### src/rtl/calc_entry_seq.sv
// Operand/op entry sequencer for the 4-bit calculator front end.
// Captures A, Op, B on ENTER presses and strobes calc_go when complete.
module calc_entry_seq #(
    parameter int unsigned DATA_W  = 4,
    parameter int unsigned OP_W    = 2,
    parameter int unsigned MAX_VAL = 9,
    parameter logic [OP_W-1:0] DIV_OP = 2'b11
) (
    input  logic              clk,
    input  logic              rst,
    input  logic [DATA_W-1:0] data_in,
    input  logic              enter,
    input  logic              clear,
    output logic [DATA_W-1:0] save_1,
    output logic [DATA_W-1:0] save_2,
    output logic [OP_W-1:0]   Op,
    output logic [1:0]        display_state,
    output logic              calc_go,
    output logic              err
);

    localparam logic [1:0] S_A    = 2'b00;
    localparam logic [1:0] S_OP   = 2'b01;
    localparam logic [1:0] S_B    = 2'b10;
    localparam logic [1:0] S_DONE = 2'b11;

    localparam logic [DATA_W-1:0] MAX_V = DATA_W'(MAX_VAL);

    logic              enter_q;
    logic [1:0]        state_q, state_d;
    logic [DATA_W-1:0] s1_q, s1_d;
    logic [DATA_W-1:0] s2_q, s2_d;
    logic [OP_W-1:0]   op_q, op_d;
    logic              go_q, go_d;
    logic              err_q, err_d;
    logic              press;
    logic              bad_b;

    assign press = enter & ~enter_q;
    assign bad_b = (data_in > MAX_V) ||
                   ((op_q == DIV_OP) && (data_in == '0));

    always_comb begin
        state_d = state_q;
        s1_d    = s1_q;
        s2_d    = s2_q;
        op_d    = op_q;
        err_d   = err_q;
        go_d    = 1'b0;
        if (clear) begin
            state_d = S_A;
            s1_d    = '0;
            s2_d    = '0;
            op_d    = '0;
            err_d   = 1'b0;
        end else if (press) begin
            unique case (state_q)
                S_A: begin
                    if (data_in > MAX_V) begin
                        err_d = 1'b1;
                    end else begin
                        s1_d    = data_in;
                        err_d   = 1'b0;
                        state_d = S_OP;
                    end
                end
                S_OP: begin
                    op_d    = data_in[OP_W-1:0];
                    err_d   = 1'b0;
                    state_d = S_B;
                end
                S_B: begin
                    if (bad_b) begin
                        err_d = 1'b1;
                    end else begin
                        s2_d    = data_in;
                        err_d   = 1'b0;
                        go_d    = 1'b1;
                        state_d = S_DONE;
                    end
                end
                S_DONE: begin
                    // Press on the result screen starts a fresh expression.
                    s1_d    = '0;
                    s2_d    = '0;
                    op_d    = '0;
                    state_d = S_A;
                end
                default: state_d = S_A;
            endcase
        end
    end

    always_ff @(posedge clk) begin
        if (rst) begin
            enter_q <= 1'b1;
            state_q <= S_A;
            s1_q    <= '0;
            s2_q    <= '0;
            op_q    <= '0;
            go_q    <= 1'b0;
            err_q   <= 1'b0;
        end else begin
            enter_q <= enter;
            state_q <= state_d;
            s1_q    <= s1_d;
            s2_q    <= s2_d;
            op_q    <= op_d;
            go_q    <= go_d;
            err_q   <= err_d;
        end
    end

    assign save_1        = s1_q;
    assign save_2        = s2_q;
    assign Op            = op_q;
    assign display_state = state_q;
    assign calc_go       = go_q;
    assign err           = err_q;

endmodule

### config.mk
export PLATFORM = sky130hd
export DESIGN_NAME = calc_entry_seq
export DESIGN_NICKNAME = d
export VERILOG_FILES = /design/src/rtl/calc_entry_seq.sv
export SDC_FILE = /design/constraint.sdc
export NUM_CORES = 1
export LEC_CHECK = 0
export ABC_AREA = 1
export BUFFER_PORTS_ARGS = -buffer_cell sky130_fd_sc_hd__buf_4
export CORE_ASPECT_RATIO = 1.4
export CORE_MARGIN = 5
export CORE_UTILIZATION = 28
export CTS_CLUSTER_DIAMETER = 30
export CTS_CLUSTER_SIZE = 25
export DETAILED_ROUTE_END_ITERATION = 7
export HOLD_SLACK_MARGIN = 0.1
export RECOVER_POWER = 100
export SYNTH_ARGS = -nofsm -noshare
export SYNTH_HDL_FRONTEND = slang
export SYNTH_SLANG_ARGS = --single-unit
### constraint.sdc
create_clock -name clk -period 1.5 [get_ports clk]
set_clock_uncertainty 0.2 [all_clocks]
set_input_delay 0.3 -clock clk [delete_from_list [all_inputs] [get_ports clk]]
set_output_delay 0.3 -clock clk [all_outputs]
set_load 0.05 [all_outputs]
### Yosys cells after proc, flatten, opt, wreduce, memory -nomap -nowiden

Index checks and enable logic that the tools add are counted.

* register bits after elaboration: 15
* input bits: 8
* output and inout bits: 14
* word-level logic and storage cells: 45

* $lt $le $gt $ge: 1
* equal/unequal tests: 6
* mux-type cells: 12
* bitwise gates (word level): 4
* reduce and logical (&&, ||, !) cells: 15

Operators with widths (number)
* $pmux W4 S2: 2
* $reduce_and A3 Y1: 3
* $mux W4: 2
* $pmux W2 S4: 1
* $eq A2 B2 Y1 const B: 3
* $reduce_bool A2 Y1: 3
* $gt A4 B4 Y1 const B: 1
* $logic_not A4 Y1: 1
* $mux W2: 2
* $ne A2 B2 Y1 const B: 2
* $pmux W2 S2: 1
* $reduce_and A2 Y1: 2
* $reduce_or A4 Y1: 1
* $mux W1: 3
* $not A1 Y1: 3
* $pmux W1 S3: 1
* $reduce_bool A3 Y1: 1
* $eq A2 B1 Y1 const B: 1
* $logic_not A2 Y1: 1
* $reduce_or A2 Y1: 1
* $and A1 B1 Y1: 1
* $logic_and A1 B1 Y1: 1
* $logic_or A1 B1 Y1: 1

### Longest topological paths before layout

Gate-level depths: netlist of run 1.

* word-level depth: 5
* mapped depth: 9
* mapped depth without buffers: 9

### Worst setup path after synthesis of run 1

No wires, ideal clock.

* path kind: reg-to-reg
* from: reg state_q[0], in the netlist display_state[0]
* to: reg s1_q[2], in the netlist save_1[2]
* setup time: 114 ps
* arrival time: 1611 ps
* required time: 1186 ps
* slack: -424 ps
* cell stages (with the launch flop): 8
* path buffers: 0
* clock period less this slack: 1924 ps
* path through: dfxtp_1 inv_1 ha_1 or2_2 nand2_4 nand2_1 nand2_1 nor2_1

* longest elaborated chain between the ends: 3
* elaborated cells between the ends (all ways): 6
* those cells by class: 2 x eq/ne; 1 x mux; 3 x reduce/logical

RTL lines
* start, declared: line 30 `logic [1:0] state_q, state_d;`
* start signal, assigned: line 105 `state_q <= state_d;`
* $eq A2 B2 Y1 / $logic_not A2 Y1 (equally long branches): line 57 `unique case (state_q)`
* $reduce_bool A2 Y1 (no line) / $ne A2 B2 Y1 (equally long branches)
* $reduce_and A3 Y1 (no line)
* end signal, assigned: line 98 `s1_q <= '0;`
* end signal, assigned: line 106 `s1_q <= s1_d;`
* end, declared: line 31 `logic [DATA_W-1:0] s1_q, s1_d;`

Several ways; a longest one is shown, not always the timed one.
A chain may end at the register's enable or synchronous reset.

### Worst setup path in the final report of run 1

Same ends and word-level chain as after synthesis.

==> flow_metrics.tcl, run 1 <==
set metrics [dict create \
    yosysSeqAreaShare_pct 39.22 \
    fin_area_sq_mm 0.001044 \
    ys_ff_latch 15 \
    yosysTopAreaCell "dfxtp_1" \
    hold_depth 3 \
    p_leak_nw 0.4507 \
    fin_ws_ns 0.03648 \
    totalWireLength_um 1915 \
    setup-tns-final_ns 0 \
    ys_warn_count 0 \
    crit_path_end_kind "register" \
    critPathArrivalTime_ns 1.45 \
    whs_endpoint "Op[0]" \
    synth.avg_cell_area_sq_um 7.434 \
    pin_count 22 \
    grt_max_degree 11 \
    path_clk_slew_ns 0.09 \
    synth_top_area_share_pct 39.22 \
    required_ns 1.49 \
    hold_class "input pin to register" \
    io_buffers 21 \
    dr.pass1.iters 4 \
    synth_edf_count 0 \
    vias 733 \
    slew_viol_final 0 \
    cts_tree "built" \
    vdd_drop_max_uv 287.5 \
    rows 22 \
    ys_types 18 \
    cts_root_buffer "clkbuf_4" \
    dpl-instance-area_sq_um 988.4 \
    ant_nets 0 \
    drive_gt1_share_pct 39.39 \
    worstSetupStartpointType "register" \
    synth_ff_type "dfxtp_1" \
    antennaDiodeCount 0 \
    max-slew-margin-rel_pct 81.27 \
    clk_latency_ns 0.28 \
    drv_cap 0 \
    synth_area_sq_um 765.7 \
    netlist_instances 103 \
    hold_start "data_in[0]" \
    rsz0062_at_grt "true" \
    setup_viol_count_final 0 \
    ctsLongestPathBuffers 2 \
    cts_made_buffers 3 \
    dp_hpwl_um 1441 \
    r2r_cells 7 \
    drt_iter0_drc 7 \
    dpl_worst_slack_ns 0.01474 \
    r2r_start "display_state[0]" \
    gp_congestion 0.8849 \
    core_area_sq_mm 0.002615 \
    synth.area.top_cells "dfxtp_1, nand2_1, a21oi_1" \
    ys_top_cells_by_count "nand2_1, dfxtp_1, a21oi_1" \
    grt_overflow 0 \
    antenna_found_initial 0 \
    nNetsFinal 146 \
    die_w_um 54.20 \
    async_flop_share_pct 0 \
    viasPerCell 4.363 \
    dieArea_sq_mm 0.003895 \
    initial_core_util_pct 29.28 \
    grt_pass1_wl_um 3022 \
    hold_viol_final 0 \
    die_y_um 71.88 \
    syn-num-nets 116 \
    worstSetupPathType "register to register" \
    clock.fmax_ghz 0.6833 \
    grt_pass1_vias 711 \
    period_needed_ns 1.464 \
    tightest_slew_ns 0.2822 \
    r2r-end "save_1[2]" \
    status "finished clean" \
    drcViolationCount 0 \
    period_share_pct 97.57 \
    yosysMostFrequentCell "nand2_1" \
    crit_fanout 5 \
    pwr_density_cell_mw_per_mm2 707.9 \
    wl_per_cell_um 11.40 \
    rrSetupSlack_ns 0.04 \
    cts.sinks 15 \
    area_delta_synth_final_pct 36.27 \
    post-cts-setup-buffers 0 \
    grt_use_total_pct 10.40 \
    h-tree-depth 1 \
]
through the flow:
step	utilization, %	total power, mW	std cells	hold slack [ns]
after floorplan	-	0.4684	103	0.1971
after global placement	37.80	0.5035	161	0.2517
after detailed placement	37.80	0.5041	161	0.2518
after CTS	40.05	0.7512	168	0.1036
after global routing	39.90	0.7712	168	0.1248
final	39.90	0.7387	168	0.1124
cell usage in the layout, fill, tap and decap left out, types with 2 or more instances in the layout:
master | synthesis | layout
dfxtp_4 | 0 | 2
nand2_4 | 2 | 2
nor2_1 | 8 | 8
clkbuf_2 | 0 | 11
dfxtp_1 | 15 | 11
ha_4 | 0 | 2
inv_1 | 8 | 5
nand2_2 | 3 | 3
nor2_2 | 2 | 2
clkbuf_4 | 0 | 5
inv_2 | 6 | 9
ha_1 | 5 | 3
o21ai_1 | 4 | 4
dlygate4sd3_1 | 0 | 3
a21oi_1 | 14 | 13
nand2_1 | 21 | 21
dfxtp_2 | 0 | 2
nand3_1 | 9 | 9
buf_4 | 0 | 8
timing repair:
| action | CTS | global route |
|---|---|---|
| hold endpoints to repair | 2 | 0 |
| hold buffers | 3 | 0 |
| setup endpoints to repair | 1 | 9 |
| resized for setup | 1 | 7 |
| pin swaps | 1 | 4 |
worst max-delay path by stage:
stage	start	end	slack, ns	cells past startpoint
after floorplan	display_state[1]	save_1[2]	-0.008	7
after global placement	display_state[0]	save_2[1]	0.06	7
after detailed placement	display_state[0]	save_2[3]	0.01	7
after CTS	display_state[0]	save_2[3]	0.005	7
after global routing	rst	calc_go	-0.03	5
final	display_state[0]	save_1[2]	0.04	7
final cells by class:
class / count / area [sq um]
Tap cell: 36 / 45.04
Timing Repair Buffer: 25 / 165.2
Sequential cell: 15 / 310.3
Fill cell: 275 / 1572
Clock buffer: 4 / 26.28
Inverter: 15 / 58.81
Multi-Input combinational cell: 73 / 437.9
layer usage:
layer / up-vias / share of wire [%] / wire, um / global-route usage [%]
met5: - / 0 / 0 / 0
met4: 0 / 3.3 / 63 / 5.817
met3: 7 / 5.0 / 95 / 2.079
met2: 19 / 51 / 975 / 17.84
met1: 321 / 41 / 780 / 11.34
li1: 386 / - / - / -
state kept, by name, indices dropped and copies added (netlist names):
register	cells
save_2	4
err	1
Op	2
calc_go	1
save_1	4
display_state	2
enter_q	1
where the power goes:
part           switching, mW  internal [mW]
Combinational         0.0590         0.0401
Sequential           0.00426          0.399
Clock                  0.133          0.103
Total                  0.196          0.543
critical path: stages (launching register included):
cell and delay (ns):
dfxtp_4 0.40, inv_2 0.07, ha_1 0.21, or2_4 0.26
nand2_4 0.10, nand2_1 0.05, nand2_1 0.05, nor2_1 0.04
cells by family after synthesis:
kind of cell               share of synthesized area (%)
and+or+nand+nor                                    31.05
DFF                                                39.22
AOI/OAI and AO/OA                                  13.89
adders and majority gates                          8.170
buffers and inverters                              7.680
Note: power is estimated with default switching activity, not from simulation.
==> run 2: changes to the inputs <==
==> constraint.sdc (replaced) <==
create_clock -name clk -period 1.5 [get_ports clk]
set_clock_uncertainty 0.2 [all_clocks]
set_input_delay 0 -clock clk [delete_from_list [all_inputs] [get_ports clk]]
set_output_delay 0 -clock clk [all_outputs]
set_load 0.05 [all_outputs]
==> flow_metrics.tcl, run 2 (same netlist as run 1, synthesis figures left out) <==
set metrics [dict create \
    cp_slowest_cell "dfxtp_4" \
    dpl-instance-area_sq_um 988.4 \
    drt_iter0_drc 14 \
    hold_class "register to register" \
    gr-max-usage-layer "met2" \
    hold_start "save_1[0]" \
    wl_per_cell_um 10.97 \
    die_y_um 71.88 \
    cp_common_cell "nand2_1" \
    pwr-share-seq_pct 54.5 \
    dieArea_sq_mm 0.003895 \
    ant_nets 0 \
    clk_latency_ns 0.28 \
    use_met1_pct 10.83 \
    grt_overflow 0 \
    cp-startpoint "display_state[0]" \
    p_clk_share_pct 31.0 \
    max-slew-margin-rel_pct 59.70 \
    placedCellCount 161 \
    grt_use_total_pct 10.60 \
    area_delta_synth_final_pct 39.05 \
    vdd_drop_max_uv 245.8 \
    drcViolationCount 0 \
    critPathArrivalTime_ns 1.42 \
    antenna_found_initial 0 \
    totalWireLength_um 1898 \
    drive_gt1_share_pct 29.93 \
    fin_area_sq_mm 0.001065 \
    dpl_worst_slack_ns 0.02501 \
    vias 748 \
    period_needed_ns 1.435 \
    ctsLongestPathBuffers 2 \
    cts_root_buffer "clkbuf_4" \
    slew_viol_final 0 \
    fillCellCount 286 \
    h-tree-depth 1 \
    initial_core_util_pct 29.28 \
    critPathMaxStageDelay_ns 0.39 \
    finalPower_uw 740.0 \
    pin_count 22 \
    dr.pass1.iters 3 \
    nNetsFinal 151 \
    crit_fanout 5 \
    die_w_um 54.20 \
    grt_pass1_vias 729 \
    io_buffers 21 \
    p_int_uw 549.2 \
    clock.fmax_ghz 0.6967 \
    combinationalPowerShare_pct 14.5 \
    fin_ws_ns 0.06473 \
    required_ns 1.48 \
    use_met2_pct 19.04 \
    drv_cap 0 \
    dp_hpwl_um 1394 \
    layout.cells.non_filler 173 \
    grt_pass1_wl_um 3056 \
    worstSetupPathType "register to register" \
    core_area_sq_mm 0.002615 \
    tightest_slew_ns 0.6071 \
    final_common_cell "nand2_1" \
    viasPerCell 4.324 \
    crit_path_end_kind "register" \
    grt_max_degree 11 \
    path_cells "inv_4 > ha_1 > or2_4 > nand2_4 > nand2_1 > nand2_1 > nor2_1" \
    crit_family "simple AND/OR/NAND/NOR gates" \
    grtUsageMet3_pct 1.455 \
    cts.sinks 15 \
    setup_viol_count_final 0 \
    path_clk_slew_ns 0.09 \
    p_sw_share_pct 25.78 \
    rows 22 \
    gp_congestion 0.8829 \
    status "finished clean" \
    antennaDiodeCount 0 \
    p_switching_uw 190.8 \
    worstSetupStartpointType "register" \
    r2r_start "display_state[0]" \
    cts_tree "built" \
    cts_made_buffers 3 \
    pwr_density_cell_mw_per_mm2 695.0 \
    period_share_pct 95.68 \
    hold_viol_final 0 \
    p_leak_nw 0.4313 \
    crit_buf_inv 1 \
    final_cell_mix "nand2_1, a21oi_1, clkbuf_1" \
]
run 2: cell types whose count changed in the layout (fill, tap and decap cells not counted), moves of 2 or more:
cell	before	now
clkbuf_4	5	3
clkbuf_1	1	12
dlygate4sd3_1	3	7
inv_2	9	7
clkbuf_2	11	3
run 2: repair_timing:
item,in CTS,in global routing
hold buffers,8,0
gates resized for setup,0,6
hold endpoints to repair,15,0
setup buffers,0,1
endpoints found under the setup margin,0,9
run 2: through the flow:
step / setup TNS (ns) / hold slack, ns / utilization [%]
finish: 0 / 0.2655 / 40.72
global placement: 0 / 0.002296 / 37.80
detailed placement: 0 / 0.007848 / 37.80
floorplan: -0.007971 / -0.1029 / -
CTS: 0 / 0.2663 / 41.87
global route: -0.002311 / 0.2910 / 40.72
run 2: final cells by class:
type	count	area [sq um]	area share, %
Timing Repair Buffer	30	193.9	18.21
Inverter	15	61.31	5.758
Sequential cell	15	310.3	29.14
Multi-Input combinational cell	73	427.9	40.19
Tap cell	36	45.04	4.230
Clock buffer	4	26.28	2.468
run 2: worst register-to-register path, stage by stage (launching register included):
cell	delay (ns)
dfxtp_4	0.39
inv_4	0.05
ha_1	0.20
or2_4	0.28
nand2_4	0.09
nand2_1	0.05
nand2_1	0.05
nor2_1	0.04
run 2: power groups by stage:
| stage | clock network, mW | registers, mW | logic [mW] |
|---|---|---|---|
| 2_1_floorplan | 0 | 0.422 | 0.0464 |
| 6_report | 0.229 | 0.403 | 0.107 |
| 4_1_cts | 0.242 | 0.403 | 0.109 |
| 5_1_grt | 0.263 | 0.404 | 0.118 |
| 3_5_place_dp | 0 | 0.412 | 0.0919 |
| 3_3_place_gp | 0 | 0.412 | 0.0915 |
run 2: path summary, 6_finish.rpt:
path	end	slack, ns	depth (start not counted)
max	save_1[2]	0.06	7
min reg2reg	save_1[0]	0.27	2
max reg2reg	save_1[2]	0.06	7
min	save_1[0]	0.27	2
run 2: routing by layer:
metal	wire, um	vias up
met2	986	16
li1	-	397
met1	806	331
met4	44	0
met3	60	4
met5	0	-
